### config.mk
export PLATFORM = sky130hd
export DESIGN_NAME = pid_core_mc_flat
export DESIGN_NICKNAME = d
export VERILOG_FILES = /design/src/rtl/pid_core_mc_if.sv /design/src/rtl/pid_core_mc.sv /design/src/flat_wrapper.sv
export SDC_FILE = /design/constraint.sdc
export NUM_CORES = 2
export LEC_CHECK = 0
export CAP_MARGIN = 40
export CORE_AREA = 2 2 305 307
export DETAILED_ROUTE_END_ITERATION = 16
export DIE_AREA = 0 0 307 309
export GPL_ROUTABILITY_DRIVEN = 0
export GPL_TIMING_DRIVEN = 0
export PLACE_DENSITY = 0.44
export SETUP_SLACK_MARGIN = 0.05
export SLEW_MARGIN = 20
export SYNTH_ARGS = -nofsm -noshare
export SYNTH_HDL_FRONTEND = slang
export SYNTH_SLANG_ARGS = --single-unit
### constraint.sdc
create_clock -name clk -period 12.35 [get_ports clk]
set_clock_uncertainty 0.05 [all_clocks]
set_input_delay 2.47 -clock clk [delete_from_list [all_inputs] [get_ports clk]]
set_output_delay 2.47 -clock clk [all_outputs]
set_load 0.005 [all_outputs]
### src/rtl/pid_core_mc_if.sv
// Sample and result handshake bundle for the multi-channel PID core.
// master drives samples and consumes results; slave is the core.
interface pid_core_mc_if #(
  parameter int unsigned CH_W   = 1,
  parameter int unsigned DATA_W = 13,
  parameter int unsigned OUT_W  = 16
);
  logic                     smp_valid;
  logic                     smp_ready;
  logic [CH_W-1:0]          smp_ch;
  logic signed [DATA_W-1:0] smp_err;
  logic                     out_valid;
  logic                     out_ready;
  logic [CH_W-1:0]          out_ch;
  logic signed [OUT_W-1:0]  out_val;
  logic                     out_sat;

  modport master (
    output smp_valid, smp_ch, smp_err, out_ready,
    input  smp_ready, out_valid, out_ch, out_val, out_sat
  );

  modport slave (
    input  smp_valid, smp_ch, smp_err, out_ready,
    output smp_ready, out_valid, out_ch, out_val, out_sat
  );
endinterface

### src/rtl/pid_core_mc.sv
// Time-multiplexed multi-channel PID core: one shared multiplier walks P, I and D
// terms per sample, with per-channel integral/previous-error state and anti-windup.
module pid_core_mc #(
  parameter int unsigned CH      = 2,
  parameter int unsigned CH_W    = 1,
  parameter int unsigned DATA_W  = 13,
  parameter int unsigned K_W     = 13,
  parameter int unsigned FRAC    = 6,
  parameter int unsigned INT_W   = 26,
  parameter int          INT_LIM = 2**25 - 1,
  parameter int unsigned OUT_W   = 16
) (
  input  logic              clk,
  input  logic              rst,
  pid_core_mc_if.slave      bus,
  input  logic [CH*K_W-1:0] k_p,
  input  logic [CH*K_W-1:0] k_i,
  input  logic [CH*K_W-1:0] k_d,
  input  logic [CH*2-1:0]   mode,
  input  logic              clr_int,
  output logic              ch_err
);

  localparam int unsigned ACC_W = K_W + INT_W + 2;
  localparam int unsigned IDX_W = (CH > 1) ? $clog2(CH) : 1;

  localparam logic signed [ACC_W-1:0] OUT_MAX = ACC_W'((64'sd1 <<< (OUT_W - 1)) - 64'sd1);
  localparam logic signed [ACC_W-1:0] OUT_MIN = ~OUT_MAX;
  localparam logic signed [INT_W:0]   I_MAX   = (INT_W + 1)'(INT_LIM);
  localparam logic signed [INT_W:0]   I_MIN   = -I_MAX;

  typedef enum logic [2:0] {IDLE, CALC_P, CALC_I, CALC_D, SUM, OUT} state_e;

  state_e                   state_q;
  logic [CH_W-1:0]          ch_q;
  logic signed [DATA_W-1:0] err_q;
  logic [K_W-1:0]           kp_q, ki_q, kd_q;
  logic [1:0]               mode_q;
  logic signed [ACC_W-1:0]  acc_q;
  logic signed [INT_W-1:0]  int_new_q;
  logic signed [INT_W-1:0]  int_q  [CH];
  logic signed [DATA_W-1:0] prev_q [CH];

  logic                     out_valid_q, out_sat_q, ch_err_q;
  logic [CH_W-1:0]          out_ch_q;
  logic signed [OUT_W-1:0]  out_val_q;

  // Gain/mode selection for the channel being offered
  logic [K_W-1:0] kp_sel, ki_sel, kd_sel;
  logic [1:0]     mode_sel;
  logic           ch_ok;

  always_comb begin
    kp_sel   = '0;
    ki_sel   = '0;
    kd_sel   = '0;
    mode_sel = '0;
    ch_ok    = (32'(bus.smp_ch) < CH);
    for (int n = 0; n < int'(CH); n++) begin
      if (bus.smp_ch == CH_W'(n)) begin
        kp_sel   = k_p[n*K_W +: K_W];
        ki_sel   = k_i[n*K_W +: K_W];
        kd_sel   = k_d[n*K_W +: K_W];
        mode_sel = mode[2*n +: 2];
      end
    end
  end

  // Datapath: clamped integral, derivative difference, shared multiplier, saturation
  logic [IDX_W-1:0]         idx;
  logic signed [INT_W:0]    int_sum;
  logic signed [INT_W-1:0]  int_new_d;
  logic signed [DATA_W:0]   diff_d;
  logic signed [K_W:0]      mul_a;
  logic signed [INT_W-1:0]  mul_b;
  logic signed [ACC_W-1:0]  prod;
  logic signed [ACC_W-1:0]  res_d;
  logic                     sat_hi, sat_lo, windup;
  logic signed [OUT_W-1:0]  val_d;

  always_comb begin
    idx     = IDX_W'(ch_q);
    int_sum = (INT_W + 1)'(int_q[idx]) + (INT_W + 1)'(err_q);
    if (int_sum > I_MAX)      int_new_d = INT_W'(I_MAX);
    else if (int_sum < I_MIN) int_new_d = INT_W'(I_MIN);
    else                      int_new_d = INT_W'(int_sum);
    diff_d = (DATA_W + 1)'(err_q) - (DATA_W + 1)'(prev_q[idx]);

    mul_a = '0;
    mul_b = '0;
    case (state_q)
      CALC_P: begin mul_a = $signed({1'b0, kp_q}); mul_b = INT_W'(err_q);  end
      CALC_I: begin mul_a = $signed({1'b0, ki_q}); mul_b = int_new_q;      end
      CALC_D: begin mul_a = $signed({1'b0, kd_q}); mul_b = INT_W'(diff_d); end
      default: ;
    endcase
    prod = ACC_W'(mul_a) * ACC_W'(mul_b);

    res_d  = acc_q >>> FRAC;
    sat_hi = (res_d > OUT_MAX);
    sat_lo = (res_d < OUT_MIN);
    windup = (sat_hi && (err_q > 0)) || (sat_lo && (err_q < 0));
    if (sat_hi)      val_d = {1'b0, {(OUT_W-1){1'b1}}};
    else if (sat_lo) val_d = {1'b1, {(OUT_W-1){1'b0}}};
    else             val_d = OUT_W'(res_d);
  end

  // Sequencer and per-channel state
  always_ff @(posedge clk) begin
    if (rst) begin
      state_q     <= IDLE;
      ch_q        <= '0;
      err_q       <= '0;
      kp_q        <= '0;
      ki_q        <= '0;
      kd_q        <= '0;
      mode_q      <= '0;
      acc_q       <= '0;
      int_new_q   <= '0;
      out_valid_q <= 1'b0;
      out_ch_q    <= '0;
      out_val_q   <= '0;
      out_sat_q   <= 1'b0;
      ch_err_q    <= 1'b0;
      for (int n = 0; n < int'(CH); n++) begin
        int_q[n]  <= '0;
        prev_q[n] <= '0;
      end
    end else begin
      ch_err_q <= 1'b0;
      case (state_q)
        IDLE: begin
          if (bus.smp_valid) begin
            if (!ch_ok) begin
              ch_err_q <= 1'b1;
            end else begin
              ch_q   <= bus.smp_ch;
              err_q  <= bus.smp_err;
              kp_q   <= kp_sel;
              ki_q   <= ki_sel;
              kd_q   <= kd_sel;
              mode_q <= mode_sel;
              if (mode_sel == 2'b00) begin
                out_valid_q <= 1'b1;
                out_ch_q    <= bus.smp_ch;
                out_val_q   <= '0;
                out_sat_q   <= 1'b0;
                state_q     <= OUT;
              end else begin
                state_q <= CALC_P;
              end
            end
          end
        end
        CALC_P: begin
          acc_q     <= prod;
          int_new_q <= int_new_d;
          state_q   <= CALC_I;
        end
        CALC_I: begin
          if (mode_q[1]) acc_q <= acc_q + prod;
          state_q <= CALC_D;
        end
        CALC_D: begin
          if (mode_q == 2'b11) acc_q <= acc_q + prod;
          prev_q[idx] <= err_q;
          state_q     <= SUM;
        end
        SUM: begin
          out_valid_q <= 1'b1;
          out_ch_q    <= ch_q;
          out_val_q   <= val_d;
          out_sat_q   <= sat_hi || sat_lo;
          if (mode_q[1] && !windup) int_q[idx] <= int_new_q;
          state_q <= OUT;
        end
        OUT: begin
          if (bus.out_ready) begin
            out_valid_q <= 1'b0;
            state_q     <= IDLE;
          end
        end
        default: state_q <= IDLE;
      endcase
      // A clear overrides any integral commit on the same edge
      if (clr_int) begin
        for (int n = 0; n < int'(CH); n++) int_q[n] <= '0;
      end
    end
  end

  assign bus.smp_ready = (state_q == IDLE) && !rst;
  assign bus.out_valid = out_valid_q;
  assign bus.out_ch    = out_ch_q;
  assign bus.out_val   = out_val_q;
  assign bus.out_sat   = out_sat_q;
  assign ch_err        = ch_err_q;

endmodule

### src/flat_wrapper.sv
// flat-port wrapper written by rule: the top's interface ports become plain ports
module pid_core_mc_flat 
#(
  parameter int unsigned CH      = 2,
  parameter int unsigned CH_W    = 1,
  parameter int unsigned DATA_W  = 13,
  parameter int unsigned K_W     = 13,
  parameter int unsigned FRAC    = 6,
  parameter int unsigned INT_W   = 26,
  parameter int          INT_LIM = 2**25 - 1,
  parameter int unsigned OUT_W   = 16
)
  (clk, rst, k_p, k_i, k_d, mode, clr_int, ch_err, bus_smp_valid, bus_smp_ch, bus_smp_err, bus_out_ready, bus_smp_ready, bus_out_valid, bus_out_ch, bus_out_val, bus_out_sat);
  pid_core_mc_if #(.CH_W(CH_W), .DATA_W(DATA_W), .OUT_W(OUT_W)) bus_i ();
  input  logic clk;
  input  logic rst;
  input  logic [CH*K_W-1:0] k_p;
  input  logic [CH*K_W-1:0] k_i;
  input  logic [CH*K_W-1:0] k_d;
  input  logic [CH*2-1:0] mode;
  input  logic clr_int;
  output logic ch_err;
  input wire logic [$bits(bus_i.smp_valid)-1:0] bus_smp_valid;
  input wire logic [$bits(bus_i.smp_ch)-1:0] bus_smp_ch;
  input wire logic [$bits(bus_i.smp_err)-1:0] bus_smp_err;
  input wire logic [$bits(bus_i.out_ready)-1:0] bus_out_ready;
  output wire logic [$bits(bus_i.smp_ready)-1:0] bus_smp_ready;
  output wire logic [$bits(bus_i.out_valid)-1:0] bus_out_valid;
  output wire logic [$bits(bus_i.out_ch)-1:0] bus_out_ch;
  output wire logic [$bits(bus_i.out_val)-1:0] bus_out_val;
  output wire logic [$bits(bus_i.out_sat)-1:0] bus_out_sat;
  assign bus_i.smp_valid = bus_smp_valid;
  assign bus_i.smp_ch = bus_smp_ch;
  assign bus_i.smp_err = bus_smp_err;
  assign bus_i.out_ready = bus_out_ready;
  assign bus_smp_ready = bus_i.smp_ready;
  assign bus_out_valid = bus_i.out_valid;
  assign bus_out_ch = bus_i.out_ch;
  assign bus_out_val = bus_i.out_val;
  assign bus_out_sat = bus_i.out_sat;
  pid_core_mc #(.CH(CH), .CH_W(CH_W), .DATA_W(DATA_W), .K_W(K_W), .FRAC(FRAC), .INT_W(INT_W), .INT_LIM(INT_LIM), .OUT_W(OUT_W)) u_core (.clk(clk), .rst(rst), .bus(bus_i), .k_p(k_p), .k_i(k_i), .k_d(k_d), .mode(mode), .clr_int(clr_int), .ch_err(ch_err));
endmodule
* Word-level counts from Yosys, hierarchy flattened
Memories as Yosys holds them, arrays and structs flattened. A register that Yosys moved wholly into a read port is not among the register bits.
Index checks and enable logic that the tools add are counted.
** Cells by class
- $mul :: 1
- Equal/unequal tests :: 13
- Reduce and logical (&&, ||, !) cells :: 20
- Muxes and demuxes :: 54
- Bitwise operators :: 8
- Add/subtract/negate cells :: 3
- Magnitude comparators :: 6
** Operator list (number)
- 26-bit 2-to-1 mux :: 5
- 41-bit one-hot mux with 3 select lines :: 1
- 41-bit 2-to-1 mux :: 2
- 26-bit one-hot mux with 3 select lines :: 1
- 16-bit 2-to-1 mux :: 4
- 13-bit 2-to-1 mux :: 4
- 41-bit by 40-bit adder with 41-bit output :: 1
- 14-bit by 26-bit multiplier with 40-bit output :: 1
- 13-bit one-hot mux with 3 select lines :: 1
- 35-bit by 16-bit greater-than comparator with 1-bit output, second input constant :: 1
- 35-bit by 16-bit < comparator with 1-bit output, second input constant :: 1
- 16-bit one-hot mux with 2 select lines :: 1
- 26-bit by 13-bit adder with 27-bit output :: 1
- 27-bit by 26-bit greater-than comparator with 1-bit output, second input constant :: 1
- 27-bit by 26-bit < comparator with 1-bit output, second input constant :: 1
- 1-bit 2-to-1 mux :: 27
- 26-bit OR reduction :: 1
- 3-bit one-hot mux with 6 select lines :: 1
- 13-bit by 13-bit subtractor with 14-bit output :: 1
- 13-bit by 1-bit greater-than comparator with 1-bit output, second input constant :: 1
- 13-bit by 1-bit < comparator with 1-bit output, second input constant :: 1
- 13-bit OR reduction :: 1
- 3-bit 2-to-1 mux :: 3
- 3-bit by 2-bit == test with 1-bit output, second input constant :: 2
- other kinds (22) :: 41
** Word-level totals
- RAM bits :: 78
- Output and inout bits :: 21
- Flip-flop bits (word level) :: 144
- Logic and storage cells :: 120
- Memories :: 2
- Input port bits :: 101
** Memory list
- u_core.int_q :: depth 2, width 26, rd ports 1, clocked after Yosys merged registers in 1, write ports 2, line pid_core_mc.sv:41 : logic signed [INT_W-1:0] int_q [CH];
- u_core.prev_q :: depth 2, width 13, rd ports 1, clocked after Yosys merged registers in 1, write ports 2, line pid_core_mc.sv:42 : logic signed [DATA_W-1:0] prev_q [CH];

* Depth between registers and ports, before layout
- Depth after elaboration :: 13
- Depth in mapped cells :: 49

* Worst setup path after synthesis
No wires, ideal clock.
- Path kind :: reg2reg
- Start point :: register with a tool-made name
- End point :: register u_core.acc_q[40]
- Path buffers :: 3
- Stages on the path, launching flop included :: 46
- Required time :: 12.180 ns
- Arrival time :: 10.969 ns
- Slack :: 1.212 ns
- Cells stage by stage :: dfxtp_1 clkbuf_1 clkbuf_1 mux2i_1 ha_1 nor2b_1 o21ai_1 a21boi_0 o21a_1 o21a_1 o21ai_0 nand2b_1 a221oi_1 xnor2_1 a31oi_1 clkbuf_1 nor2_1 fa_1 [... 10 more ...] nand3_1 nor2_1 a221o_1 a2111oi_0 nor2_1 xor2_1 ha_1 and3_1 nand3_1 nor3b_1 a21bo_2 a2111oi_2 o211ai_1 o31ai_2 a221o_2 o21ai_0 o2111a_1 a211o_1
** RTL lines
- to (signal assigned) :: line pid_core_mc.sv:156 : acc_q <= prod;
- to (signal assigned) :: line pid_core_mc.sv:161 : if (mode_q[1]) acc_q <= acc_q + prod;
- to (signal assigned) :: line pid_core_mc.sv:165 : if (mode_q == 2'b11) acc_q <= acc_q + prod;
- to (decl) :: line pid_core_mc.sv:39 : logic signed [ACC_W-1:0] acc_q;

==> summary.txt <==
Drt
  – M1 wire length: 43.7 mm
  – Vias per cell: 5.00
  – DRC: 0
  – Met3 routed wirelength: between 4 and 5 mm
  – Final ANT Viol Nets: 0
  – Final wirelength: 93.4 mm
  – DRT Pass-1 Iters: 5
  – DRT iter0 DRCs: 1287
  – Top Metal Used: met4
  – DR vias: 22.2k
  – WL met2: roughly 42 mm
  – Drt wl/cell: roughly 21 µm

Global route
  – First-pass GRT wire length: 144 mm
  – Vias in the first global route: 22.7k
  – GRT overflow: 0
  – Pin count of the biggest net entering global routing: 27
  – Antenna violations before repair: 0
  – All-Layer GR Usage: 0.199

Synthesis
  – YS warnings: 0
  – Post-synth ARST share: 0
  – Synth Net Count: between 3k and 4k
  – Part of the Yosys area used for sequential elements: 0.199
  – Synthesized flop and latch total: ~220
  – Gate Count Post-Synth: 3042
  – Distinct cells, synth: 94
  – EDFF count, synth: 78
  – Synth Area per Inst: 8.65 µm²
  – Top_reg_cell synth: dfxtp_1
  – Cell Area, Synth: 0.0263 mm²

Cells and area
  – Most frequent cells in the layout: inv_1, nor2_1, fa_1, nand2_1, ha_1
  – Multi-input gate area: between 0.015 and 0.02 mm²
  – Register area: 0.00525 mm²
  – Fillers: 9729
  – Final net count: roughly 3.8k
  – Fin cells: 4431
  – Most common cell after layout, fill and taps aside: inv_1
  – Layout area overhead: 15.9%
  – # diodes: 0
  – Share of post-route cells with drive strength above 1: 0.0709
  – Util after Layout: 0.333

Critical path
  – Flop2flop setup slack: 0.55 ns
  – Critical path capture point type: register
  – CP delay by family, top: adder cells
  – Worst path arrival time: 12.25 ns
  – Req. time, crit path: 12.80 ns
  – Worst setup path category: reg -> reg
  – Maximum fanout along the worst path: 10
  – Crit path launch type: register
  – Worst path max stage delay: between 0.5 and 0.6 ns
  – Most Frequent Cell on Critical Path: fa_1
  – Worst-path cell with the longest stage delay: fa_1
  – Worst path bufs/invs: 7

Placed design
  – Placed cell count: 4369
  – Detailed Place HPWL: between 70 and 80 mm
  – Worst setup slack after placement: -1.01 ns
  – IO Port Bufs: 118

Clocking
  – Hold Buf Count CTS: 0
  – TritonCTS buffer count: 28
  – TritonCTS clock tree: built
  – Deepest clock path buffer count: 3
  – Clock Latency Late Sink: 0.61 ns
  – Root Driver: clkbuf_16
  – Clock sinks: 223
  – Clk pin slew, worst setup/hold paths: 0.06 ns
  – H-tree Lvls: 1

Timing
  – RSZ-0062 raised after global routing: false
  – Fin. max-slew vios: 0
  – Slew margin rel.: 0.227
  – Final Critical Period: about 12 ns
  – Fmax: between 80 and 90 MHz
  – Final Cycle Share: 0.955
  – Post-route worst setup slack: 0.550 ns
  – Final Hold Viols: 0
  – Setup violators final: 0
  – Worst slew pin tran: roughly 1.2 ns
  – Setup tns final: 0 ns

Die
  – Area of the core: slightly above 0.09 mm²
  – Cell Rows: roughly 110
  – Die area: 0.0949 mm²
  – Starting Density: 0.288
  – Die W: 307 µm
  – # IOs: 122
  – Vert. Die Dim: 309 µm

Job
  – MaxCap Viol Count: 0

Power and ir drop
  – Peak supply drop: 0.110 mV
  – Leakage power: between 10 and 15 nW
  – Power density over the cells: 130 mW/mm²

Run status
  – Run status: complete, no violations

Min path
  – Hold Path Class: reg -> reg
==> routing by layer <==
metal | track usage | vias up
met5 | 0 | -
li1 | - | 10546
met1 | 0.279 | 10999
met3 | 0.0289 | 109
met2 | 0.323 | 499
met4 | 0.0466 | 0
==> synth_stat cells (all sizes together), types with 16 or more instances <==
cell | n | area share
a211oi | 77 | 0.022
a21o | 55 | 0.016
a21oi | 177 | 0.034
a31oi | 22 | 0.0055
and2 | 57 | 0.014
and3 | 38 | 0.0095
buf | 19 | 0.0037
clkbuf | 131 | 0.020
dfxtp | 145 | 0.11
edfxtp | 78 | 0.089
fa | 315 | 0.24
ha | 182 | 0.087
inv | 391 | 0.056
mux2 | 42 | 0.018
mux2i | 65 | 0.025
nand2 | 310 | 0.044
nand2b | 28 | 0.0067
nand3 | 24 | 0.0046
nand4 | 17 | 0.0040
nor2 | 334 | 0.048
nor2b | 21 | 0.0050
nor3 | 64 | 0.012
nor4 | 22 | 0.0052
o211ai | 20 | 0.0059
o21a | 26 | 0.0074
o21ai | 106 | 0.020
o22ai | 16 | 0.0038
or3 | 20 | 0.0048
xnor2 | 75 | 0.025
xor2 | 28 | 0.0093
==> state kept, by name, indices dropped and copies added, names as in the netlist, named ones only <==
| register | count |
|---|---|
| u_core.bus.out_ch | 1 |
| u_core.state_q | 3 |
| u_core.bus.out_sat | 1 |
| u_core.int_q | 52 |
| u_core.bus.out_valid | 1 |
| u_core.int_new_q | 26 |
| u_core.kp_q | 13 |
| u_core.prev_q | 26 |
| u_core.ch_q | 1 |
| u_core.bus.out_val | 16 |
| u_core.mode_q | 2 |
| u_core.err_q | 13 |
| u_core.acc_q | 41 |
| u_core.kd_q | 13 |
| u_core.ki_q | 13 |
==> metrics by stage <==
stage	power [mW]	hold WS, ns	instance area [µm²]
after floorplan	2.28	0.386	26300
after global placement	3.06	0.395	29000
after detailed placement	3.06	0.395	29200
after CTS	3.94	0.408	30200
after global routing	4.22	0.423	30500
final	3.97	0.406	30500
==> kinds of logic (layout without fill, tap and decap cells) <==
group | after synthesis | count (layout) | share of synthesized area
AND/OR/NAND/NOR | 966 | 966 | 0.166
AO/OA/AOI/OAI | 603 | 603 | 0.151
buffers and inverters | 542 | 745 | 0.0798
adder cells (fa/ha/maj) | 497 | 497 | 0.326
flip-flops | 223 | 223 | 0.199
multiplexers | 107 | 107 | 0.0427
XOR/XNOR | 103 | 103 | 0.0346
other | 1 | 1 | 0.000143
==> report_power, final <==
part	switching (mW)	internal [mW]	leakage (nW)
Sequential	0.175	0.908	2.04
Clock	0.375	0.466	0.432
Combinational	1.34	0.700	11.2
Total	1.89	2.07	13.7
==> worst register-to-register path, delay by kind of cell, from the launching register on <==
kind                       cells  cell delay, ns
muxes                          2            0.51
AOI/OAI and AO/OA             19            3.41
adders and majority gates     10            4.59
xor gates and xnor gates       2            0.40
buffers and inverters          7            0.89
DFF                            1            0.38
and+or+nand+nor                8            1.49
==> cell type report <==
type | instances | area share
repair buffers | 153 | 0.0495
flip-flops and latches | 223 | 0.172
inverters | 391 | 0.0482
clock buffers | 30 | 0.0236
multi-input cells | 2277 | 0.629
well taps | 1186 | 0.0487
clock inverters | 21 | 0.00661
plain buffers | 150 | 0.0218
==> path summary, 6_finish.rpt <==
path / to / startpoint / cells after the start
setup / recovery: u_core.acc_q[40] / register / 48
hold / removal: u_core.bus.out_val[2] / u_core.bus.out_val[2] / 2
setup reg to reg: u_core.acc_q[40] / register / 48
hold reg to reg: u_core.bus.out_val[2] / u_core.bus.out_val[2] / 2
==> repair_timing <==
action | CTS | global route
endpoints found under the setup margin | 19 | 12
pin swaps | 2 | 10
cloned | 0 | 0
gates resized for setup | 14 | 51
buffers inserted | 1 | 8
(Power assumes the default switching activity.)
